File: src/rtl/my_sram.sv
// my_sram: small synchronous FIFO on a register-array memory.
// Words leave in arrival order through a registered output port; a write
// offered while full with no simultaneous read is dropped and flagged for
// one cycle on overflow.
module my_sram #(
  parameter int BITS       = 12,
  parameter int WORD_DEPTH = 8,
  parameter int ADDR_WIDTH = 3
) (
  input  logic            clk,
  input  logic            rst_n,
  input  logic            read,
  input  logic            write,
  input  logic [BITS-1:0] data_in,
  output logic [BITS-1:0] data_out,
  output logic            ready,
  output logic            overflow
);

  localparam logic [ADDR_WIDTH:0]   CNT_FULL = (ADDR_WIDTH+1)'(WORD_DEPTH);
  localparam logic [ADDR_WIDTH:0]   CNT_ONE  = (ADDR_WIDTH+1)'(1);
  localparam logic [ADDR_WIDTH-1:0] PTR_ONE  = ADDR_WIDTH'(1);

  logic [BITS-1:0]       mem_q [WORD_DEPTH];

  logic [ADDR_WIDTH-1:0] wr_ptr_q, wr_ptr_d;
  logic [ADDR_WIDTH-1:0] rd_ptr_q, rd_ptr_d;
  logic [ADDR_WIDTH:0]   count_q, count_d;
  logic [BITS-1:0]       data_out_q, data_out_d;
  logic                  overflow_q, overflow_d;

  logic full;
  logic empty;
  logic push;
  logic pop;

  assign full  = (count_q == CNT_FULL);
  assign empty = (count_q == '0);

  // A full FIFO still accepts a write when a read frees the oldest slot in
  // the same edge; an empty FIFO never bypasses the input to the output.
  assign pop  = read && !empty;
  assign push = write && (!full || read);

  // Next-state for pointers, occupancy, output word and drop flag.
  always_comb begin
    wr_ptr_d   = wr_ptr_q;
    rd_ptr_d   = rd_ptr_q;
    count_d    = count_q;
    data_out_d = data_out_q;
    overflow_d = 1'b0;

    if (push) begin
      wr_ptr_d = wr_ptr_q + PTR_ONE;
    end

    if (pop) begin
      rd_ptr_d   = rd_ptr_q + PTR_ONE;
      data_out_d = mem_q[rd_ptr_q];
    end

    case ({push, pop})
      2'b10:   count_d = count_q + CNT_ONE;
      2'b01:   count_d = count_q - CNT_ONE;
      default: count_d = count_q;
    endcase

    if (write && full && !read) begin
      overflow_d = 1'b1;
    end
  end

  // Control state register; reset discards all stored words.
  always_ff @(posedge clk or negedge rst_n) begin
    if (!rst_n) begin
      wr_ptr_q   <= '0;
      rd_ptr_q   <= '0;
      count_q    <= '0;
      data_out_q <= '0;
      overflow_q <= 1'b0;
    end else begin
      wr_ptr_q   <= wr_ptr_d;
      rd_ptr_q   <= rd_ptr_d;
      count_q    <= count_d;
      data_out_q <= data_out_d;
      overflow_q <= overflow_d;
    end
  end

  // Storage array; contents survive reset since the pointers make them stale.
  // When full with read+write, wr_ptr equals rd_ptr: the pop above samples
  // the old word before this write lands.
  always_ff @(posedge clk) begin
    if (push) begin
      mem_q[wr_ptr_q] <= data_in;
    end
  end

  assign data_out = data_out_q;
  assign overflow = overflow_q;
  assign ready    = !empty;

endmodule

File: config.mk
export PLATFORM = sky130hd
export DESIGN_NAME = my_sram
export DESIGN_NICKNAME = d
export VERILOG_FILES = /design/src/rtl/my_sram.sv
export SDC_FILE = /design/constraint.sdc
export NUM_CORES = 1
export LEC_CHECK = 0
export ABC_CLOCK_PERIOD_IN_PS = 3200
export BUFFER_PORTS_ARGS = -buffer_cell sky130_fd_sc_hd__buf_2
export CORE_AREA = 5 5 106 118
export CTS_CLUSTER_SIZE = 10
export DETAILED_ROUTE_END_ITERATION = 12
export DIE_AREA = 0 0 111 123
export GPL_TIMING_DRIVEN = 0
export SYNTH_ARGS = -nofsm -noshare
export SYNTH_HDL_FRONTEND = slang
export SYNTH_SLANG_ARGS = --single-unit
File: constraint.sdc
create_clock -name clk -period 3.2 [get_ports clk]
set_input_delay 0.32 -clock clk [delete_from_list [all_inputs] [get_ports clk]]
set_output_delay 0.32 -clock clk [all_outputs]
set_load 0.05 [all_outputs]
Word level (Yosys, flattened, before mapping)
Memory sizes are Yosys's and may differ from the RTL's. A register that Yosys moved wholly into a read port is not among the register bits.
Cells that the tools add are included.
{ "totals": {"register_bits": 11, "ramBits": 96, "in_bits": 16, "out_inout_bits": 14, "word_cells": 27, "mem_count": 1} }
{ "op_classes": {"addsub": 4, "eq_ne": 3, "muxes": 4, "n_reduce_logical": 11} }
{ "mem_list": {"columns": ["name", "words", "width", "read_ports", "rd_ports_with_merged_regs", "wr", "line", "source"], "rows": [
  ["mem_q", 8, 12, 1, 1, 1, "24", "logic [BITS-1:0] mem_q [WORD_DEPTH];"]
]} }
{ "ops": {"columns": ["cell", "n"], "rows": [
  ["one-hot mux 4 bit (2 select lines)", 1],
  ["adder 3 x 1 -> 3 bit, second input constant", 2],
  ["adder 4 x 1 -> 4 bit, second input constant", 1],
  ["equality test 4 bit, second input constant", 1],
  ["logical AND 1 bit", 4],
  ["zero test 1 bit", 4],
  ["zero test 4 bit", 1],
  ["subtractor 4 x 1 -> 4 bit, second input constant", 1],
  ["two-way mux 1 bit", 3],
  ["equality test 2 x 1 -> 1 bit, second input constant", 1],
  ["equality test 2 bit, second input constant", 1],
  ["nonzero test 2 bit", 1],
  ["logical OR 1 bit", 1]
]} }

Logic depth before layout (Yosys ltp)
Gate-level depths: netlist of the first run.
{ "depth": {"word_depth": 6, "depth_mapped": 9, "mapped_depth_nobuf": 9} }

Worst setup path before layout of the first run
OpenSTA, ideal clock, no wires.
{ "synth_timing": {"path_type": "reg2reg", "from": "register count_q[0]", "to": "register count_q[3]", "setup_ns": 0.116, "arrival_ns": 2.344, "t_required_ns": 3.084, "slack_ns": 0.740, "stages_incl_launch_ff": 9, "n_path_buf": 0, "cell_sequence": "dfrtp_1 or4_4 nand2_4 inv_4 ha_1 ha_1 a21oi_1 o21ai_0 o311ai_0"} }
{ "synth_via": {"word_cells_on_any_way": 13, "classes_between": "add/sub (2); eq/ne (3); mux (1); reduce/logical (7)"} }
{ "synth_rtl": {"columns": ["element", "line", "source"], "rows": [
  ["start: declaration", "28", "logic [ADDR_WIDTH:0] count_q, count_d;"],
  ["start signal: assignment", "84", "count_q <= count_d;"],
  ["zero test 4 bit *", "38", "assign empty = (count_q == '0);"],
  ["zero test 1 bit *", null, null],
  ["named net ready", "16", "output logic ready,"],
  ["logical AND 1 bit *", "42", "assign pop = read && !empty;"],
  ["named net pop", "35", "logic pop;"],
  ["equality test 2 x 1 -> 1 bit / equality test 2 bit (equally long branches)", "62", "case ({push, pop})"],
  ["one-hot mux 4 bit (2 select lines) / nonzero test 2 bit (equally long branches)", null, null]
]} }
Mark *: on every way through the listed nets, which the timed path passes. The rest lies on a longest branch.
A chain may end at the register's enable or synchronous reset.

Worst setup path after layout of the first run
{ "layout_timing": {"from": "register count_q[0]", "to": "register count_q[3]"} }
{ "layout_via": {"elab_chain_len": 6, "word_cells_on_any_way": 13, "classes_between": "add/sub (2); eq/ne (3); mux (1); reduce/logical (7)"} }
{ "layout_rtl": {"columns": ["element", "line", "source"], "rows": [
  ["equality test 4 bit", "37", "assign full = (count_q == CNT_FULL);"],
  ["zero test 1 bit", "43", "assign push = write && (!full || read);"],
  ["logical OR 1 bit", "43", null],
  ["logical AND 1 bit", "43", null],
  ["equality test 2 x 1 -> 1 bit / equality test 2 bit (equally long branches)", "62", null],
  ["one-hot mux 4 bit (2 select lines) / nonzero test 2 bit (equally long branches)", null, null]
]} }
Parallel ways exist; a longest one is shown, timed or not.

==> results.cfg, run 1 <==
[run_status]
status = complete, no violations

[timing]
layout_min_cycle_time_ns = 2.52
hold_slack_ns = 0.160
fmax_mhz = 396
setup_violations = 0
fin_skew_ns = 0.00629
slew-limit-headroom_pct = 12.7
rsz0062_at_grt = no
min_period_over_period_pct = 78.8
drv_slew = 0
layout_setup_ws_ns = 0.678
fin_setup_tns_ns = 0
worst_pin_slew_ns = 1.30
hold_violations = 0

[global_routing]
grt_pass1_wl_um = 14700
grt_max_degree = 24
antenna_found_initial = 0
grt-ovfl-total = 0
grt_pass1_vias = 2657
grt_usage_pct = 14.6

[setup_path]
max_stage_delay_ns = 0.43
cp.arrival_ns = 2.81
startpoint = count_q[0]$_DFFE_PN0P_
cp-endpoint = count_q[3]$_DFFE_PN0P_
cp_cell_sequence = or3_1, o21ai_2, ha_1, ha_1, a21oi_1, o21ai_0, o311ai_0
critPathKind = reg -> reg
worstSetupStartpointType = flop
timing.rr.end = count_q[3]$_DFFE_PN0P_
r2r_setup_slack_ns = 0.68
path_max_fanout = 8
crit_path_frequent_cell = ha_1
slowest_stage = dfrtp_1
worstSetupEndpointType = flop
r2r_cells = 7
r2r_start = count_q[0]$_DFFE_PN0P_
required_ns = 3.49

[placement]
placed_area_um2 = 5170
hpwlAfterDp_um = 5840
preCtsSetupSlack_ns = 0.678
place_congestion = 0.775
portBuffers = 29

[synthesis]
synth_top_area_share_pct = 60.0
synth_commonest_cells = edfxtp_1, mux2_2, mux2i_1
synth_fp_nets = 313
seq_area_frac_synth_pct = 71.9
syn_area_um2 = 4810
syn_inst = 291
ys.flop_type = edfxtp_1
yosysTopAreaCell = edfxtp_1
ys_ff_latch = 119
synth_area_per_cell_um2 = 16.5
synth.yosys.warnings = 0
synth-edff-count = 96
synthDistinctLibCells = 34
synthArstFlopShare_pct = 19.3
synth.most_common_cell = edfxtp_1
synth.area.top_cells = edfxtp_1, dfrtp_1, mux2_2

[final_layout]
finalNetCount = 364
final_util_pct = 50.6
drive_gt1_share_pct = 29.3
n_antenna_cell = 0
final_area_um2 = 5680
area_growth_syn_to_layout_pct = 18.2

[clock_network]
cts_resized = 0
clock_tree.buffer_depth = 2
root_buffer = clkbuf_16
clock_latency_ns = 0.40
path_clk_slew_ns = 0.05
numCtsBuffers = 17
cts_tree = built
htreeDepth = 4
clock_sinks = 119
cts_setup_buffers = 0
cts_hold_buf = 1

[drt]
wl_per_cell_um = 18.5
drcViolationCount = 0
ant_nets = 0
routed_wl_um = 9350
dr.pass1.iters = 4
vias = 2578
viasPerCell = 5.10
drt_iter0_drc = 190

[floorplanning]
core-area_um2 = 11200
die_x_um = 111
dieArea_um2 = 13700
initial_utilization_pct = 42.8
row_count = 41
die_h_um = 123
ioPinCount = 30

[worst_hold_path]
hold_class = in -> reg
holdPathStages = 3

[pwr]
vdd_drop_max_mv = 0.392
p_leak_nw = 2.10
powerDensity_nw_per_um2 = 986

[run]
cap_violations = 0
## where the power goes
group          total (mW)  leakage [nW]  switching [mW]  internal, mW
clock                1.58         0.235           0.619         0.957
combinational        1.89         0.716            1.18         0.711
sequential           2.14          1.15           0.144          1.99
## stage by stage
stage / std cells / total power [mW]
3_5_place_dp: 472 / 4.06
4_1_cts: 505 / 5.65
2_1_floorplan: 291 / 3.53
3_3_place_gp: 470 / 4.01
5_1_grt: 505 / 5.89
6_report: 505 / 5.60
## cell usage in the layout, fill, tap and decap left out, types with 6 or more instances in the layout
cell / netlist / routed
clkbuf_16: 0 / 17
nor2_1: 8 / 7
buf_6: 4 / 6
mux2i_1: 25 / 25
clkinv_1: 0 / 8
o21ai_0: 8 / 8
nand2b_1: 6 / 6
mux2_2: 25 / 25
dfrtp_1: 23 / 23
o22ai_1: 12 / 12
inv_1: 8 / 8
o21ai_2: 8 / 8
edfxtp_1: 96 / 96
buf_2: 2 / 31
a221o_1: 12 / 12
nand2_1: 19 / 19
## critical path: cells and delay by family, from the launching register on
kind / cells / cell delay [ns]
AO/OA/AOI/OAI: 4 / 0.95
adder cells (fa/ha/maj): 2 / 0.63
flip-flops: 1 / 0.43
AND/OR/NAND/NOR: 1 / 0.40
## final cells by class
class	count	area (um^2)
buffer	13	92.6
clock buffer	18	429
clock inverter	14	67.6
fill	941	5550
inverter	9	36.3
multi-input combinational	150	1230
sequential	119	3460
tap	150	188
timing repair buffer	32	178
## flip-flops by register name (all words and copies together) (netlist names)
name and count:
data_out 12, count_q 4, rd_ptr_q 3, mem_q 96, overflow 1, wr_ptr_q 3
## worst min path at each step
stage	start	end	slack [ns]
2_1_floorplan	rst_n	count_q[0]$_DFFE_PN0P_	0.02
3_3_place_gp	rst_n	count_q[3]$_DFFE_PN0P_	0.33
3_5_place_dp	rst_n	count_q[3]$_DFFE_PN0P_	0.33
4_1_cts	write	overflow$_DFF_PN0_	0.15
5_1_grt	write	overflow$_DFF_PN0_	0.16
6_report	write	overflow$_DFF_PN0_	0.16
## kinds of logic after synthesis
logic type,after synthesis,synth area share [%]
adders and majority gates,6,1.72
DFF,119,71.9
and+or+nand+nor,46,4.76
buffers and inverters,22,2.68
AOI/OAI and AO/OA,42,6.64
muxes,51,11.4
xor gates and xnor gates,5,0.911
## per-layer routing
metal  track usage, %  up-vias  wire [um]
met4             6.16        0        151
met5                0        -          0
met3             4.36       10        321
met1             18.4     1295       4280
li1                 -     1222          -
met2             23.7       51       4600
(Power assumes the default switching activity.)
==> run 2: changes to the inputs <==
--- a/config.mk
+++ b/config.mk
@@ -5,12 +5,13 @@
 export SDC_FILE = /design/constraint.sdc
 export NUM_CORES = 1
 export LEC_CHECK = 0
-export ABC_CLOCK_PERIOD_IN_PS = 3200
+export ABC_AREA = 1
+export ABC_CLOCK_PERIOD_IN_PS = 2100
 export BUFFER_PORTS_ARGS = -buffer_cell sky130_fd_sc_hd__buf_2
-export CORE_AREA = 5 5 106 118
+export CORE_AREA = 5 5 109 122
 export CTS_CLUSTER_SIZE = 10
 export DETAILED_ROUTE_END_ITERATION = 12
-export DIE_AREA = 0 0 111 123
+export DIE_AREA = 0 0 114 127
 export GPL_TIMING_DRIVEN = 0
 export SYNTH_ARGS = -nofsm -noshare
 export SYNTH_HDL_FRONTEND = slang
==> constraint.sdc (replaced) <==
create_clock -name clk -period 2.1 [get_ports clk]
set_input_delay 0.21 -clock clk [delete_from_list [all_inputs] [get_ports clk]]
set_output_delay 0.21 -clock clk [all_outputs]
set_load 0.05 [all_outputs]
==> run 2 against run 1 <==
Against the previous run:
- first-iteration DRC count is 36% higher
- utilization is 2.0 points higher
- die area is 6.0% higher
- register-to-register slack worse by 0.64 ns
- clock skew is 0.0025 ns higher
- clock-buffer cell count is 10 higher
==> results.cfg, run 2 <==
[drt]
vias = 3456
ant_nets = 0
wl_per_cell_um = 16.5
routed_wl_um = 11800
viasPerCell = 4.80
dr.pass1.iters = 5
drt_iter0_drc = 259
drcViolationCount = 0

[clock_network]
clock_sinks = 119
clock_latency_ns = 0.40
htreeDepth = 4
clock_tree.buffer_depth = 2
path_clk_slew_ns = 0.05
cts_tree = built
numCtsBuffers = 17
root_buffer = clkbuf_16

[setup_path]
path_buf_inv = 1
critPathKind = reg -> reg
slowest_stage = nor2_2
max_stage_delay_ns = 0.74
cp.arrival_ns = 2.09
crit_family = simple AND/OR/NAND/NOR gates
path_max_fanout = 12
cp_num_cells = 5
r2r_cells = 5
required_ns = 2.12
cp_cell_sequence = inv_1, nor2_1, nand3_2, nand3_1, nor2_2
worstSetupEndpointType = flop
worstSetupStartpointType = flop

[synthesis]
synth_area_per_cell_um2 = 10.3
synth.area.top_cells = edfxtp_1, nand2_1, dfrtp_1
synthDistinctLibCells = 22
synth.most_common_cell = nand2_1
synth.yosys.warnings = 0
synth_top_area_share_pct = 56.2
ys_ff_latch = 119
synth_commonest_cells = nand2_1, edfxtp_1, inv_1
syn_area_um2 = 5130
synth_fp_nets = 521
synth-edff-count = 96
synthArstFlopShare_pct = 19.3
syn_inst = 499
ys.flop_type = edfxtp_1
yosysTopAreaCell = edfxtp_1
seq_area_frac_synth_pct = 67.4

[global_routing]
grt-ovfl-total = 0
grt_pass1_vias = 3518
antenna_found_initial = 0
grt_max_degree = 24
grt_pass1_wl_um = 18500
grt_usage_pct = 17.1

[final_layout]
final_util_pct = 52.6
regArea_um2 = 3460
layout_commonest_cell = nand2_1
finalNetCount = 575
final_cell_mix = nand2_1, edfxtp_1, inv_1
area_growth_syn_to_layout_pct = 21.3
multi_input_area_um2 = 1330
largest_register_ffs = 96
n_fill_cell = 1033
drive_gt1_share_pct = 16.6
n_antenna_cell = 0
largest-register = mem_q

[pwr]
power_frac_seq_pct = 35.0
p_int_mw = 5.79
powerDensity_nw_per_um2 = 1490
p_leak_nw = 2.78
switching_share_pct = 37.6
p_switching_mw = 3.49
vdd_drop_max_mv = 0.804
clkPwrFrac_pct = 29.0
p_comb_share_pct = 36.0

[run]
cap_violations = 0

[timing]
fin_setup_tns_ns = 0
hold_violations = 0
slew-limit-headroom_pct = 43.2
drv_slew = 0
min_period_over_period_pct = 98.3
fin_skew_ns = 0.00876
rsz0062_at_grt = yes
fmax_mhz = 484
setup_violations = 0
hold_slack_ns = 0.0444
worst_pin_slew_ns = 0.851
layout_min_cycle_time_ns = 2.06
layout_setup_ws_ns = 0.0355

[floorplanning]
initial_utilization_pct = 43.4
core-area_um2 = 11800
dieArea_um2 = 14500
die_h_um = 127
die_x_um = 114
ioPinCount = 30
row_count = 42

[placement]
portBuffers = 29
preCtsSetupSlack_ns = -0.552
place_congestion = 0.795
hpwlAfterDp_um = 7260

[worst_hold_path]
hold_class = in -> reg
holdPathStages = 3

[run_status]
status = complete, no violations
## run 2: cell types whose count changed in the layout (fill, tap and decap cells not counted), moves of 25 or more
| cell | delta |
|---|---|
| inv_1 | +74 |
| nand3_1 | +76 |
| nand2_1 | +146 |
| mux2i_1 | -25 |
| mux2_2 | -25 |
## run 2: cell type report
cell class | instances | share of cell area, %
sequential | 119 | 55.6
multi-input combinational | 275 | 21.4
clock buffer | 28 | 8.31
inverter | 85 | 5.17
timing repair buffer | 35 | 3.90
tap | 154 | 3.10
buffer | 20 | 1.85
clock inverter | 4 | 0.704
## run 2: timing repair
item,CTS,global route
resized for setup,12,2
buffers inserted,0,5
hold buffers,1,0
pin swaps,0,5
endpoints found under the setup margin,96,62
hold endpoints to repair,23,0
## run 2: per-stage QoR
step | power (mW) | instances | instance area (um^2)
finish | 9.29 | 720 | 6220
global route | 9.82 | 720 | 6220
CTS | 9.23 | 715 | 6130
detailed placement | 6.48 | 682 | 5520
global placement | 6.41 | 682 | 5520
floorplan | 5.51 | 499 | 5180
## run 2: per-layer routing
layer | wire length, um | vias up | GRT usage (%)
met5 | 0 | - | 0
met4 | 239 | 0 | 5.38
met3 | 625 | 21 | 4.40
met2 | 6030 | 109 | 29.8
met1 | 4950 | 1615 | 20.8
li1 | - | 1711 | -
## run 2: cells by family (layout without fill, tap and decap cells)
group,count (synthesis),after routing,synth area share (%)
buffers and inverters,105,172,8.39
flip-flops,119,119,67.4
AO/OA/AOI/OAI,5,5,0.488
adder cells (fa/ha/maj),6,6,1.61
XOR/XNOR,5,5,0.854
AND/OR/NAND/NOR,259,259,21.2
## run 2: power groups by stage
stage               registers, mW  clock network (mW)  logic [mW]
global route                 3.29                2.84        3.68
detailed placement           3.29                   0        3.19
CTS                          3.25                2.72        3.26
finish                       3.25                2.70        3.34
floorplan                    3.65                   0        1.86
global placement             3.28                   0        3.12
## run 2: tightest hold or removal path: stages
cell and delay (ns):
buf_2 0.12, inv_1 0.05, nor2_1 0.03
## run 2: final timing paths
path / from / to / slack [ns]
max: count_q[3]$_DFFE_PN0P_ / mem_q[1][9]$_DFFE_PP_ / 0.04
max reg2reg: count_q[3]$_DFFE_PN0P_ / mem_q[1][9]$_DFFE_PP_ / 0.04
min in group asynchronous: rst_n / data_out[11]$_DFFE_PN0P_ / 0.33
min: write / overflow$_DFF_PN0_ / 0.04
max in group asynchronous: rst_n / count_q[0]$_DFFE_PN0P_ / 1.36
min reg2reg: data_out[5]$_DFFE_PN0P_ / data_out[5]$_DFFE_PN0P_ / 0.48
